`config.mk`:
```
export PLATFORM = sky130hd
export DESIGN_NAME = cdb_arbiter
export DESIGN_NICKNAME = d
export VERILOG_FILES = /design/src/rtl/cdb_arbiter_pkg.sv /design/src/rtl/cdb_hold_slot.sv /design/src/rtl/cdb_arbiter.sv
export SDC_FILE = /design/constraint.sdc
export NUM_CORES = 1
export LEC_CHECK = 0
export BUFFER_PORTS_ARGS = -buffer_cell sky130_fd_sc_hd__buf_2
export CAP_MARGIN = 20
export CORE_MARGIN = 3
export CORE_UTILIZATION = 40
export CTS_BUF_LIST = sky130_fd_sc_hd__clkbuf_4
export DETAILED_ROUTE_END_ITERATION = 8
export GPL_ROUTABILITY_DRIVEN = 0
export HOLD_SLACK_MARGIN = 0.03
export PLACE_DENSITY = 0.71
export SKIP_CTS_REPAIR_TIMING = 1
export SYNTH_ARGS = -nofsm -noshare
export SYNTH_HDL_FRONTEND = slang
export SYNTH_SLANG_ARGS = --single-unit
```
`constraint.sdc`:
```
create_clock -name clk_in -period 7.1 [get_ports clk_in]
set_input_delay 0.355 -clock clk_in [delete_from_list [all_inputs] [get_ports clk_in]]
set_output_delay 0.355 -clock clk_in [all_outputs]
set_load 0.01 [all_outputs]
```
`src/rtl/cdb_arbiter_pkg.sv`:
```
// Shared constants for the CDB arbiter: default field widths and source encodings.
package cdb_arbiter_pkg;

  localparam int ROB_W  = 4;
  localparam int DATA_W = 32;
  localparam int ADDR_W = 32;

  localparam int NUM_SRC = 3;

  typedef enum logic [1:0] {
    CDB_SRC_ALU = 2'd0,
    CDB_SRC_LSB = 2'd1,
    CDB_SRC_BRU = 2'd2
  } cdb_src_e;

  // Pointer value after source w wins; 3 is never produced.
  function automatic logic [1:0] rr_next(input logic [1:0] w);
    return (w >= 2'd2) ? 2'd0 : w + 2'd1;
  endfunction

  // The unused pointer encoding 3 is treated as 0.
  function automatic logic [1:0] rr_norm(input logic [1:0] p);
    return (p == 2'd3) ? 2'd0 : p;
  endfunction

  // Round-robin distance of source s from the current start position.
  function automatic logic [1:0] rr_dist(input logic [1:0] s, input logic [1:0] start);
    logic [2:0] t;
    t = {1'b0, s} + 3'd3 - {1'b0, start};
    if (t >= 3'd3) t = t - 3'd3;
    return t[1:0];
  endfunction

endpackage

```
`src/rtl/cdb_hold_slot.sv`:
```
// One-entry holding register for a single CDB source.
// Flush beats load, and load beats clear so a granted slot can refill on the same edge.
module cdb_hold_slot
  import cdb_arbiter_pkg::*;
#(
  parameter int ROB_WIDTH  = ROB_W,
  parameter int DATA_WIDTH = DATA_W,
  parameter int ADDR_WIDTH = ADDR_W
) (
  input  logic                  clk_in,
  input  logic                  rst_in,
  input  logic                  en_in,
  input  logic                  flush_in,
  input  logic                  load_in,
  input  logic                  clear_in,
  input  logic [ROB_WIDTH-1:0]  rob_id_in,
  input  logic [DATA_WIDTH-1:0] data_in,
  input  logic                  taken_in,
  input  logic [ADDR_WIDTH-1:0] target_in,
  output logic                  valid_out,
  output logic [ROB_WIDTH-1:0]  rob_id_out,
  output logic [DATA_WIDTH-1:0] data_out,
  output logic                  taken_out,
  output logic [ADDR_WIDTH-1:0] target_out
);

  logic                  valid_q;
  logic [ROB_WIDTH-1:0]  rob_id_q;
  logic [DATA_WIDTH-1:0] data_q;
  logic                  taken_q;
  logic [ADDR_WIDTH-1:0] target_q;

  // Slot state: flush empties, load captures a request, clear frees after a grant.
  always_ff @(posedge clk_in or negedge rst_in) begin
    if (!rst_in) begin
      valid_q  <= 1'b0;
      rob_id_q <= '0;
      data_q   <= '0;
      taken_q  <= 1'b0;
      target_q <= '0;
    end else if (en_in) begin
      if (flush_in) begin
        valid_q <= 1'b0;
      end else if (load_in) begin
        valid_q  <= 1'b1;
        rob_id_q <= rob_id_in;
        data_q   <= data_in;
        taken_q  <= taken_in;
        target_q <= target_in;
      end else if (clear_in) begin
        valid_q <= 1'b0;
      end
    end
  end

  assign valid_out  = valid_q;
  assign rob_id_out = rob_id_q;
  assign data_out   = data_q;
  assign taken_out  = taken_q;
  assign target_out = target_q;

endmodule

```
`src/rtl/cdb_arbiter.sv`:
```
// Single-channel common-data-bus arbiter: ALU, LSB load-return and BRU each
// own a one-entry hold slot; a round-robin pointer picks one per cycle and the
// winner is broadcast through registered outputs. Rollback flushes everything.
// Build option: define CDB_BYPASS_EN to let a valid source with an empty slot
// compete directly and, if it wins, skip its slot (one-edge latency).
module cdb_arbiter
  import cdb_arbiter_pkg::*;
#(
  parameter int ROB_WIDTH  = ROB_W,
  parameter int DATA_WIDTH = DATA_W,
  parameter int ADDR_WIDTH = ADDR_W
) (
  input  logic                  clk_in,
  input  logic                  rst_in,
  input  logic                  rdy_in,
  input  logic                  rollback_in,
  input  logic                  alu_valid_in,
  input  logic [ROB_WIDTH-1:0]  alu_rob_id_in,
  input  logic [DATA_WIDTH-1:0] alu_data_in,
  output logic                  alu_ready_out,
  input  logic                  lsb_valid_in,
  input  logic [ROB_WIDTH-1:0]  lsb_rob_id_in,
  input  logic [DATA_WIDTH-1:0] lsb_data_in,
  output logic                  lsb_ready_out,
  input  logic                  bru_valid_in,
  input  logic [ROB_WIDTH-1:0]  bru_rob_id_in,
  input  logic [DATA_WIDTH-1:0] bru_data_in,
  output logic                  bru_ready_out,
  input  logic                  bru_taken_in,
  input  logic [ADDR_WIDTH-1:0] bru_target_in,
  output logic                  cdb_valid_out,
  output logic [ROB_WIDTH-1:0]  cdb_rob_id_out,
  output logic [DATA_WIDTH-1:0] cdb_data_out,
  output logic                  cdb_is_jump_out,
  output logic                  cdb_taken_out,
  output logic [ADDR_WIDTH-1:0] cdb_target_out,
  output logic [1:0]            cdb_src_out
);

  logic [NUM_SRC-1:0]    src_valid;
  logic [ROB_WIDTH-1:0]  src_rob    [NUM_SRC];
  logic [DATA_WIDTH-1:0] src_data   [NUM_SRC];
  logic                  src_taken  [NUM_SRC];
  logic [ADDR_WIDTH-1:0] src_target [NUM_SRC];

  logic [NUM_SRC-1:0]    hold_valid;
  logic [ROB_WIDTH-1:0]  hold_rob    [NUM_SRC];
  logic [DATA_WIDTH-1:0] hold_data   [NUM_SRC];
  logic                  hold_taken  [NUM_SRC];
  logic [ADDR_WIDTH-1:0] hold_target [NUM_SRC];

  logic [NUM_SRC-1:0] eligible;
  logic [NUM_SRC-1:0] grant;
  logic [NUM_SRC-1:0] bypass_win;
  logic [NUM_SRC-1:0] ready;
  logic [NUM_SRC-1:0] load;
  logic [1:0]         win;
  logic               any_grant;
  logic               active;

  logic [1:0]            rr_q;
  logic                  cdb_valid_q;
  logic [ROB_WIDTH-1:0]  cdb_rob_q,    cdb_rob_d;
  logic [DATA_WIDTH-1:0] cdb_data_q,   cdb_data_d;
  logic                  cdb_taken_q,  cdb_taken_d;
  logic [ADDR_WIDTH-1:0] cdb_target_q, cdb_target_d;
  logic                  cdb_jump_q;
  cdb_src_e              cdb_src_q;

  assign src_valid     = {bru_valid_in, lsb_valid_in, alu_valid_in};
  assign src_rob[0]    = alu_rob_id_in;
  assign src_rob[1]    = lsb_rob_id_in;
  assign src_rob[2]    = bru_rob_id_in;
  assign src_data[0]   = alu_data_in;
  assign src_data[1]   = lsb_data_in;
  assign src_data[2]   = bru_data_in;
  assign src_taken[0]  = 1'b0;
  assign src_taken[1]  = 1'b0;
  assign src_taken[2]  = bru_taken_in;
  assign src_target[0] = '0;
  assign src_target[1] = '0;
  assign src_target[2] = bru_target_in;

  // A grant only takes effect when the core is running and not flushing.
  assign active = rdy_in & ~rollback_in;

`ifdef CDB_BYPASS_EN
  assign eligible   = hold_valid | src_valid;
  assign bypass_win = grant & ~hold_valid;
`else
  assign eligible   = hold_valid;
  assign bypass_win = '0;
`endif

  // Round-robin pick: the eligible source closest to the pointer wins.
  always_comb begin
    grant = '0;
    win   = 2'd0;
    for (int k = 0; k < NUM_SRC; k++) begin
      for (int s = 0; s < NUM_SRC; s++) begin
        if ((grant == '0) && eligible[s] && (rr_dist(2'(s), rr_norm(rr_q)) == 2'(k))) begin
          grant[s] = 1'b1;
          win      = 2'(s);
        end
      end
    end
  end

  assign any_grant = |grant;

  assign ready = {NUM_SRC{rst_in & active}} & (~hold_valid | grant);
  assign load  = src_valid & ready & ~bypass_win;

  assign alu_ready_out = ready[0];
  assign lsb_ready_out = ready[1];
  assign bru_ready_out = ready[2];

  for (genvar s = 0; s < NUM_SRC; s++) begin : g_slot
    cdb_hold_slot #(
      .ROB_WIDTH  (ROB_WIDTH),
      .DATA_WIDTH (DATA_WIDTH),
      .ADDR_WIDTH (ADDR_WIDTH)
    ) u_slot (
      .clk_in     (clk_in),
      .rst_in     (rst_in),
      .en_in      (rdy_in),
      .flush_in   (rollback_in),
      .load_in    (load[s]),
      .clear_in   (grant[s]),
      .rob_id_in  (src_rob[s]),
      .data_in    (src_data[s]),
      .taken_in   (src_taken[s]),
      .target_in  (src_target[s]),
      .valid_out  (hold_valid[s]),
      .rob_id_out (hold_rob[s]),
      .data_out   (hold_data[s]),
      .taken_out  (hold_taken[s]),
      .target_out (hold_target[s])
    );
  end

  // Winner payload: straight from the source on a bypass win, else from its slot.
  always_comb begin
    cdb_rob_d    = hold_rob[0];
    cdb_data_d   = hold_data[0];
    cdb_taken_d  = 1'b0;
    cdb_target_d = '0;
    case (win)
      2'd1: begin
        cdb_rob_d  = bypass_win[1] ? src_rob[1]  : hold_rob[1];
        cdb_data_d = bypass_win[1] ? src_data[1] : hold_data[1];
      end
      2'd2: begin
        cdb_rob_d    = bypass_win[2] ? src_rob[2]    : hold_rob[2];
        cdb_data_d   = bypass_win[2] ? src_data[2]   : hold_data[2];
        cdb_taken_d  = bypass_win[2] ? src_taken[2]  : hold_taken[2];
        cdb_target_d = bypass_win[2] ? src_target[2] : hold_target[2];
      end
      default: begin
        cdb_rob_d  = bypass_win[0] ? src_rob[0]  : hold_rob[0];
        cdb_data_d = bypass_win[0] ? src_data[0] : hold_data[0];
      end
    endcase
  end

  // Broadcast register and round-robin pointer; payload fields hold when idle.
  always_ff @(posedge clk_in or negedge rst_in) begin
    if (!rst_in) begin
      rr_q         <= 2'd0;
      cdb_valid_q  <= 1'b0;
      cdb_rob_q    <= '0;
      cdb_data_q   <= '0;
      cdb_taken_q  <= 1'b0;
      cdb_target_q <= '0;
      cdb_jump_q   <= 1'b0;
      cdb_src_q    <= CDB_SRC_ALU;
    end else if (rdy_in) begin
      if (rollback_in) begin
        rr_q        <= 2'd0;
        cdb_valid_q <= 1'b0;
      end else if (any_grant) begin
        rr_q         <= rr_next(win);
        cdb_valid_q  <= 1'b1;
        cdb_rob_q    <= cdb_rob_d;
        cdb_data_q   <= cdb_data_d;
        cdb_taken_q  <= cdb_taken_d;
        cdb_target_q <= cdb_target_d;
        cdb_jump_q   <= (win == 2'd2);
        cdb_src_q    <= cdb_src_e'(win);
      end else begin
        cdb_valid_q <= 1'b0;
      end
    end
  end

  assign cdb_valid_out   = cdb_valid_q;
  assign cdb_rob_id_out  = cdb_rob_q;
  assign cdb_data_out    = cdb_data_q;
  assign cdb_is_jump_out = cdb_jump_q;
  assign cdb_taken_out   = cdb_taken_q;
  assign cdb_target_out  = cdb_target_q;
  assign cdb_src_out     = cdb_src_q;

endmodule

```
==> flow_summary.ini <==
[sta]
period_needed_ns = 3.396
totalNegativeSetupSlack_ns = 0
finClkSkew_ns = 0.05820
post-route-period-util = 0.4783
timing.fmax_ghz = 0.2945
slew_viol_final = 0
worst_pin_slew_ns = 1.035
rsz0062_at_grt = no
max_slew_margin = 0.3081
hold_viol = 0
setup_viol = 0

[synthesis]
yosysSeqAreaShare = 0.5853
synth.top_cell.area_share = 0.5853
synthesis.nets = 902
synth_cells = 749
syn_avg_cell_area_um2 = 12.50
yosysTopAreaCell = dfrtp_1
synth_async_sr_flop_share = 1.000
yosysUniqueCellTypes = 36
synthFlopType = dfrtp_1
ys_top_cells_by_count = dfrtp_1, nand2_1, o21ai_0, mux2_2, mux2_4
syn_area_um2 = 9363
yosysMostFrequentCell = dfrtp_1
ys_ff_latch = 219
ys.warnings.count = 0
yosys-top-cells-area = dfrtp_1, mux2_4, mux2_2
synth_edf_count = 0

[routing]
vias_per_cell = 4.860
dr.first_iter.drc_count = 301
final_antenna_net_count = 0
wl_mm = 25.10
drc = 0
via_count = 7207
wl_per_cell_um = 16.92
drt-pass1-iter-count = 5

[grt]
grt_pass1_wl_mm = 35.74
antenna_found_initial = 2
grt_max_degree = 90
grt_overflow_total = 0
track_usage = 0.1729
grt_pass1_vias = 6851

[final_layout]
multi_input_area_um2 = 3598
finalInstanceArea_um2 = 12830
layout.nets = 1286
syn2layout_area_growth_pct = 37.07
drive_gt1_frac = 0.3959
seqCellArea_um2 = 5480
fillCellCount = 1899

[worst_setup_path]
crit_path_max_fanout = 71
reg2reg_from = rr_q[0]$_DFFE_PN0P_
cp_data_required_time_ns = 7.60
endpoint_kind = register
worst_r2r_path_depth = 12
reg2reg_to = cdb_data_out[1]$_DFFE_PN0P_
cp-start-kind = primary input
critPathBufInv = 3
critical_path_class = in2reg
cp-startpoint = rst_in
endpoint = g_slot[2].u_slot.target_out[2]$_DFFE_PN0P_
critical_path_arrival_ns = 3.89
r2r_slack_ns = 3.83
crit_cells = 7
cpMaxStageDelayCell = nor2_4
crit_family = buffers and inverters
path_cells = dlygate4sd3_1 -> buf_8 -> and3b_1 -> nand2_1 -> nor2_4 -> buf_4 -> mux2_2
critPathMaxStageDelay_ns = 0.80

[clock_tree]
cts_buffers = 57
cts.path.max_buffers = 3
htree_levels = 2
tritoncts = done
clk_pin_slew_ns = 0.06
cts-root-buf = clkbuf_4
clock_sinks = 219
insertion_delay_ns = 0.66

[power_and_ir_drop]
irDropWorstVdd_uv = 159.7
leakagePower_nw = 6.183
p_per_area_nw_per_um2 = 306.5
total_power_w = 0.003934

[floorplan]
coreArea_um2 = 22850
rows = 55
start_util = 0.4098
dieArea_um2 = 25280
ios = 224
die_h_um = 159.0
die_w_um = 159.0

[placed_design]
place_area_um2 = 10680
io_buffers = 223
dp_hpwl_mm = 14.47

[status]
outcome = finished clean

[run]
max_cap_viol_count = 0

[min_path]
hold_path_class = in2reg
==> layout by cell type (no fill, tap or decap), types with 7 or more instances in the layout <==
cell,count
inv_1,8
nand2_1,140
mux2_4,60
buf_4,7
dlygate4sd3_1,145
mux2_2,73
a22oi_1,38
mux2_1,10
clkinv_1,7
o21ai_0,110
buf_2,222
clkbuf_4,84
dfrtp_1,219
==> power breakdown <==
part           switching, W  total [W]  internal (W)
combinational      0.000520    0.00105      0.000533
clock              0.000494    0.00106      0.000569
sequential         0.000206    0.00182       0.00161
total               0.00122    0.00393       0.00271
==> state kept, by name, summed over array words and instances (netlist names) <==
name                      cells
g_slot.u_slot.data_out       96
cdb_data_out                 32
cdb_target_out               32
g_slot.u_slot.target_out     32
g_slot.u_slot.rob_id_out     12
cdb_rob_id_out                4
g_slot.u_slot.valid_out       3
cdb_src_out                   2
rr_q                          2
cdb_is_jump_out               1
cdb_taken_out                 1
cdb_valid_out                 1
g_slot.u_slot.taken_out       1
==> worst min-delay path by stage <==
stage / start / to / cells after the start
after floorplan: rst_in / cdb_data_out[0]$_DFFE_PN0P_ / 0
after global placement: rst_in / cdb_data_out[5]$_DFFE_PN0P_ / 1
after detailed placement: rst_in / g_slot[0].u_slot.data_out[5]$_DFFE_PN0P_ / 1
after CTS: rst_in / cdb_data_out[11]$_DFFE_PN0P_ / 1
after global routing: alu_valid_in / g_slot[0].u_slot.valid_out$_DFFE_PN0P_ / 3
final: alu_valid_in / g_slot[0].u_slot.valid_out$_DFFE_PN0P_ / 3
==> area by class of cell <==
cell class / count / share of cell area
Antenna cell: 3 / 0.0005850
Clock buffer: 84 / 0.04914
Clock inverter: 9 / 0.005070
Inverter: 8 / 0.002340
Multi-Input combinational cell: 472 / 0.2804
Sequential cell: 219 / 0.4270
Tap cell: 313 / 0.03052
Timing Repair Buffer: 375 / 0.2049
==> through the flow <==
stage / worst slack [ns] / hold slack, ns / cells / util
5_1_grt: 3.507 / 0.03748 / 1482 / 0.5616
6_report: 3.704 / 0.05454 / 1483 / 0.5617
3_3_place_gp: 3.659 / 0.3487 / 1242 / 0.4674
4_1_cts: 3.812 / -0.3830 / 1335 / 0.4979
2_1_floorplan: 4.666 / 0.05941 / 749 / -
3_5_place_dp: 3.596 / 0.3445 / 1242 / 0.4674
==> logic make-up after synthesis <==
logic type                 count (synthesis)  share of synthesized area
and+or+nand+nor                          159                    0.07136
AOI/OAI and AO/OA                        165                     0.1080
buffers and inverters                     58                    0.03261
DFF                                      219                     0.5853
adders and majority gates                  5                   0.006682
muxes                                    143                     0.1960
==> metal layers <==
layer	GRT usage	share of wire	routed length (µm)
met1	0.2098	0.40	10150
met2	0.2932	0.51	12690
met4	0.06327	0.026	656
met5	0	0	0
met3	0.05203	0.064	1602
==> worst register-to-register path, stage by stage, from the launching register on <==
cell,delay [ns]
dfrtp_1,0.37
inv_1,0.05
ha_1,0.38
a22oi_1,0.25
o21a_1,0.18
nand2_1,0.12
inv_1,0.10
ha_2,0.61
buf_4,0.56
a22oi_1,0.18
nand2_1,0.11
o21ai_0,0.08
o21ai_0,0.19
No activity file was read; power rests on OpenSTA's default activity.
